<file path="src/rtl/jtpopeye_dma.sv">
// Vertical-blank object DMA: requests the CPU bus, copies DMA_LEN bytes from main RAM into the object buffer.
// Optional checksum of each completed transfer when JTPOPEYE_DMA_CHKSUM_EN is defined.
module jtpopeye_dma #(
    parameter logic [9:0]  DMA_START = 10'h000,
    parameter logic [10:0] DMA_LEN   = 11'd768
) (
    input  logic       clk,
    input  logic       rst_n,
    input  logic       cen,
    input  logic       VB,
    input  logic       busak_n,
    input  logic [7:0] DD_DMA,
    output logic       busrq_n,
    output logic       dma_cs,
    output logic [9:0] AD_DMA,
    output logic       obj_we,
    output logic [9:0] obj_addr,
    output logic [7:0] obj_din,
    output logic       busy,
    output logic       overrun,
    output logic       abort,
    output logic [7:0] chksum
);

    localparam int unsigned AW = 10;
    localparam int unsigned DW = 8;
    localparam logic [AW-1:0] CNT_LAST = AW'(DMA_LEN - 11'd1);

    typedef enum logic [2:0] {IDLE, REQ, XFER, FLUSH, REL} state_t;

    state_t        state, state_nx;
    logic [AW-1:0] cnt, cnt_nx;
    logic          vbl;
    logic          trigger;
    logic          we_nx, abort_nx, done_nx, overrun_nx;
    logic          xfer_nx, busrq_n_nx, busy_nx;
    logic [AW-1:0] ad_nx, obj_addr_nx;
    logic [DW-1:0] obj_din_nx;

    // Next state; outputs are decoded from the next state so they register alongside it
    always_comb begin
        state_nx    = state;
        cnt_nx      = cnt;
        we_nx       = 1'b0;
        abort_nx    = 1'b0;
        done_nx     = 1'b0;
        trigger     = VB & ~vbl;
        case (state)
            IDLE:  if (trigger) state_nx = REQ;
            REQ:   if (!busak_n) begin
                       state_nx = XFER;
                       cnt_nx   = '0;
                   end
            XFER:  if (busak_n) begin
                       state_nx = REL;
                       abort_nx = 1'b1;
                   end else begin
                       we_nx = 1'b1;
                       if (cnt == CNT_LAST) state_nx = FLUSH;
                       else                 cnt_nx   = cnt + AW'(1);
                   end
            FLUSH: begin
                       state_nx = REL;
                       if (busak_n) abort_nx = 1'b1;
                       else         done_nx  = 1'b1;
                   end
            REL:   if (busak_n) state_nx = IDLE;
            default: state_nx = IDLE;
        endcase
        overrun_nx  = trigger && (state != IDLE);
        xfer_nx     = (state_nx == XFER) || (state_nx == FLUSH);
        busrq_n_nx  = !(xfer_nx || (state_nx == REQ));
        busy_nx     = (state_nx != IDLE);
        ad_nx       = xfer_nx ? DMA_START + cnt_nx : '0;
        // Data for the address issued last tick is valid now; write it with that address's count
        obj_addr_nx = we_nx ? cnt : '0;
        obj_din_nx  = we_nx ? DD_DMA : '0;
    end

    always_ff @(posedge clk or negedge rst_n) begin
        if (!rst_n) begin
            state    <= IDLE;
            cnt      <= '0;
            vbl      <= 1'b0;
            busrq_n  <= 1'b1;
            dma_cs   <= 1'b0;
            AD_DMA   <= '0;
            obj_we   <= 1'b0;
            obj_addr <= '0;
            obj_din  <= '0;
            busy     <= 1'b0;
            overrun  <= 1'b0;
            abort    <= 1'b0;
        end else if (cen) begin
            state    <= state_nx;
            cnt      <= cnt_nx;
            vbl      <= VB;
            busrq_n  <= busrq_n_nx;
            dma_cs   <= xfer_nx;
            AD_DMA   <= ad_nx;
            obj_we   <= we_nx;
            obj_addr <= obj_addr_nx;
            obj_din  <= obj_din_nx;
            busy     <= busy_nx;
            overrun  <= overrun_nx;
            abort    <= abort_nx;
        end
    end

`ifdef JTPOPEYE_DMA_CHKSUM_EN
    logic [DW-1:0] acc, acc_sum;

    assign acc_sum = acc + (obj_we ? obj_din : DW'(0));

    // The last byte is on obj_din during FLUSH, so the result loads from acc_sum
    always_ff @(posedge clk or negedge rst_n) begin
        if (!rst_n) begin
            acc    <= '0;
            chksum <= '0;
        end else if (cen) begin
            if (state == REQ && state_nx == XFER) acc <= '0;
            else                                  acc <= acc_sum;
            if (done_nx) chksum <= acc_sum;
        end
    end
`else
    assign chksum = 8'h00;
`endif

endmodule

</file>
<file path="config.mk">
export PLATFORM = sky130hd
export DESIGN_NAME = jtpopeye_dma
export DESIGN_NICKNAME = d
export VERILOG_FILES = /design/src/rtl/jtpopeye_dma.sv
export SDC_FILE = /design/constraint.sdc
export NUM_CORES = 1
export LEC_CHECK = 0
export BUFFER_PORTS_ARGS = -buffer_cell sky130_fd_sc_hd__buf_2
export CAP_MARGIN = 20
export CORE_MARGIN = 1.5
export CORE_UTILIZATION = 50
export CTS_BUF_LIST = sky130_fd_sc_hd__clkbuf_8
export CTS_CLUSTER_SIZE = 10
export DETAILED_ROUTE_END_ITERATION = 7
export PLACE_DENSITY = 0.78
export SYNTH_ARGS = -nofsm -noshare
export SYNTH_HDL_FRONTEND = slang
export SYNTH_SLANG_ARGS = --single-unit
</file>
<file path="constraint.sdc">
create_clock -name clk -period 1.8 [get_ports clk]
set_input_delay 0.18 -clock clk [delete_from_list [all_inputs] [get_ports clk]]
set_output_delay 0.18 -clock clk [all_outputs]
set_load 0.02 [all_outputs]
</file>
==> results.yml <==
drt:
  first_pass_iters: 4
  drc: 0
  final_antenna_net_count: 0
  routed-via-count: 2146
  routed_wl_um: 5760
  via_per_inst: 5.90
  wire_per_inst_um: 15.8
  drtIter0Drc: 130
synthesis:
  synth_cells: 239
  synth_largest_area_cell: "dfrtp_1"
  synthDistinctLibCells: 56
  synth-edff-count: 0
  synthTopCellsByArea: "dfrtp_1 48%, o2bb2ai_1 6.1%, nand2_1 4.5%, o21ai_0 2.5%, buf_4 2.5%"
  avgSynthCellArea_um2: 10.2
  synth_top_area_share_pct: 48.3
  synth-main-ff-cell: "dfrtp_1"
  async_flop_share_pct: 100
  synth-seq-cells: 48
  synth-seq-area-share_pct: 49.4
  ys_warn_count: 0
  syn_area_um2: 2430
critical_path:
  critPathMaxFanout: 12
  rrSetupSlack_ns: -0.01
  worstPathArrival_ns: 2.01
  endpoint_kind: "flip-flop"
  crit_required_ns: 2.00
  r2r-end: "AD_DMA[0]"
  critPathKind: "reg2reg"
  cp-startpoint: "state[2]"
  rr_worst_depth: 6
  r2r_start: "state[2]"
  start_kind: "flip-flop"
die:
  core.rowCount: 25
  fp.coreArea_um2: 4690
  die-area_um2: 5290
  fp.dieW_um: 72.8
  fp.dieH_um: 72.8
  ios: 55
  initial_core_util_pct: 51.9
final_layout:
  final_layout_size_suffix_gt1_share_pct: 33.9
  num-nets-final: 323
  diodes: 0
  final_common_cell: "dfrtp_1"
  multi_input_area_um2: 1140
  fin_util_pct: 64.7
  finalNonFillerCells: 364
  final-seq-area_um2: 1200
  final_cell_mix: "47 x dfrtp_1, 46 x buf_2, 31 x buf_4"
  fillCellCount: 372
  area_growth_pct: 24.8
clock_tree:
  cts_buffer_depth: 2
  htreeDepth: 2
  cts-root-buf: "clkbuf_8"
  clk_latency_ns: 0.31
  cts_inserted_buffers: 5
  cts_sinks: 48
  cts_tree: "built"
  cts.clk_slew.worst_paths_ns: 0.09
global_routing:
  grt_pass1_wl_um: 9110
  grt_max_degree: 33
  grt_overflow: 0
  antenna_found_initial: 0
  grtUsageTotal_pct: 22.2
  first_global_vias: 1861
run_status:
  violations: "setup timing"
  outcome: "complete, but fails checks"
power_and_ir_drop:
  power_leakage_nw: 1.46
  max-vdd-ir-drop_mv: 0.645
  powerDensity_nw_per_um2: 765
min_path:
  hold_class: "in2reg"
  min_to: "obj_din[1]"
  hold_depth: 3
  hold_path.startpoint: "DD_DMA[1]"
sta:
  rsz0062_at_grt: "true"
  worst_pin_slew_ns: 0.573
  fin_hold_ws_ns: 0.0916
  post-route-period-util_pct: 101
  setup_viol: 2
  slew_headroom_pct: 61.8
  fin_crit_ns: 1.81
  hold_violations: 0
  skew_ns: 0.00977
  final.setup.worst_slack_ns: -0.0101
  fmax_ghz: 0.552
  slew_viol_final: 0
placement:
  pre_cts_slack_ns: 0.0236
  io_buffers: 46
  gp_congestion: 0.881
  post-dp-hpwl_um: 3970
  dp_cells: 352
flow_run:
  cap_violations: 0
-- per-stage QoR --
step / total power, mW / TNS, ns / cell area, um^2
global placement: 1.62 / 0 / 2860
CTS: 2.31 / 0 / 2960
floorplan: 1.47 / -0.0673 / 2460
global route: 2.43 / -0.139 / 3040
finish: 2.32 / -0.0132 / 3040
detailed placement: 1.64 / 0 / 2860
-- logic make-up after synthesis --
group	after synthesis	synth area share, %
xor+xnor	2	0.720
mux	3	1.39
simple gates	83	19.3
other cells	1	0.154
flops	48	49.4
buf+inv	34	7.15
compound gates	67	21.4
fa+ha+maj	1	0.514
-- cell usage after synthesis (all sizes together) (3+ instances only) --
library cell	n
a211oi	3
a21o	3
a22o	4
a32oi	3
buf	11
clkbuf	12
dfrtp	47
inv	11
mux2	3
nand2	29
nand3	11
nor2	8
nor3	4
nor4b	3
o21ai	12
o2bb2ai	17
o311ai	4
o31ai	3
or4	4
-- where the power goes --
group | internal, mW | switching [mW]
Clock | 0.315 | 0.368
Sequential | 1.14 | 0.0533
Combinational | 0.184 | 0.263
-- area by class of cell --
| class | count | area share [%] |
|---|---|---|
| flip-flops and latches | 48 | 39.6 |
| clock buffers | 6 | 2.72 |
| multi-input cells | 164 | 37.4 |
| clock inverters | 2 | 0.453 |
| inverters | 11 | 1.36 |
| repair buffers | 79 | 16.2 |
| well taps | 54 | 2.22 |
-- worst max path at each step --
stage                           end  cells after the start  slack [ns]
final                     AD_DMA[0]                      6       -0.01
after global placement    AD_DMA[5]                      4        0.06
after CTS                 AD_DMA[5]                      4       0.003
after detailed placement  AD_DMA[5]                      4        0.02
after floorplan           AD_DMA[5]                      6       -0.07
after global routing      AD_DMA[5]                      4       -0.07
-- flip-flops by register name, summed over array words and instances, names as in the netlist --
signal and cells:
AD_DMA 10, abort 1, busrq_n 1, busy 1, cnt 10, dma_cs 1
obj_addr 10, obj_din 8, obj_we 1, overrun 1, state 3, vbl 1
-- what timing repair did --
item	4_1_cts	5_1_grt
resized for setup	0	11
setup buffers	0	3
endpoints found under the hold margin	22	0
endpoints found under the setup margin	0	13
hold buffers	1	0
-- layer usage --
| metal | vias up | global-route usage (%) | part of all wire (%) |
|---|---|---|---|
| li1 | 1010 | - | - |
| met1 | 1047 | 33.2 | 46 |
| met2 | 80 | 33.6 | 46 |
| met3 | 9 | 4.14 | 6.3 |
| met4 | 0 | 5.03 | 1.4 |
| met5 | - | 0 | 0 |
-- critical path: stages, from the launching register on --
cell      delay (ns)
dfrtp_1         0.39
buf_4           0.18
buf_4           0.16
nor2_1          0.19
nand3b_1        0.12
or4_1           0.55
o311ai_2        0.12
(Power assumes the default switching activity.)
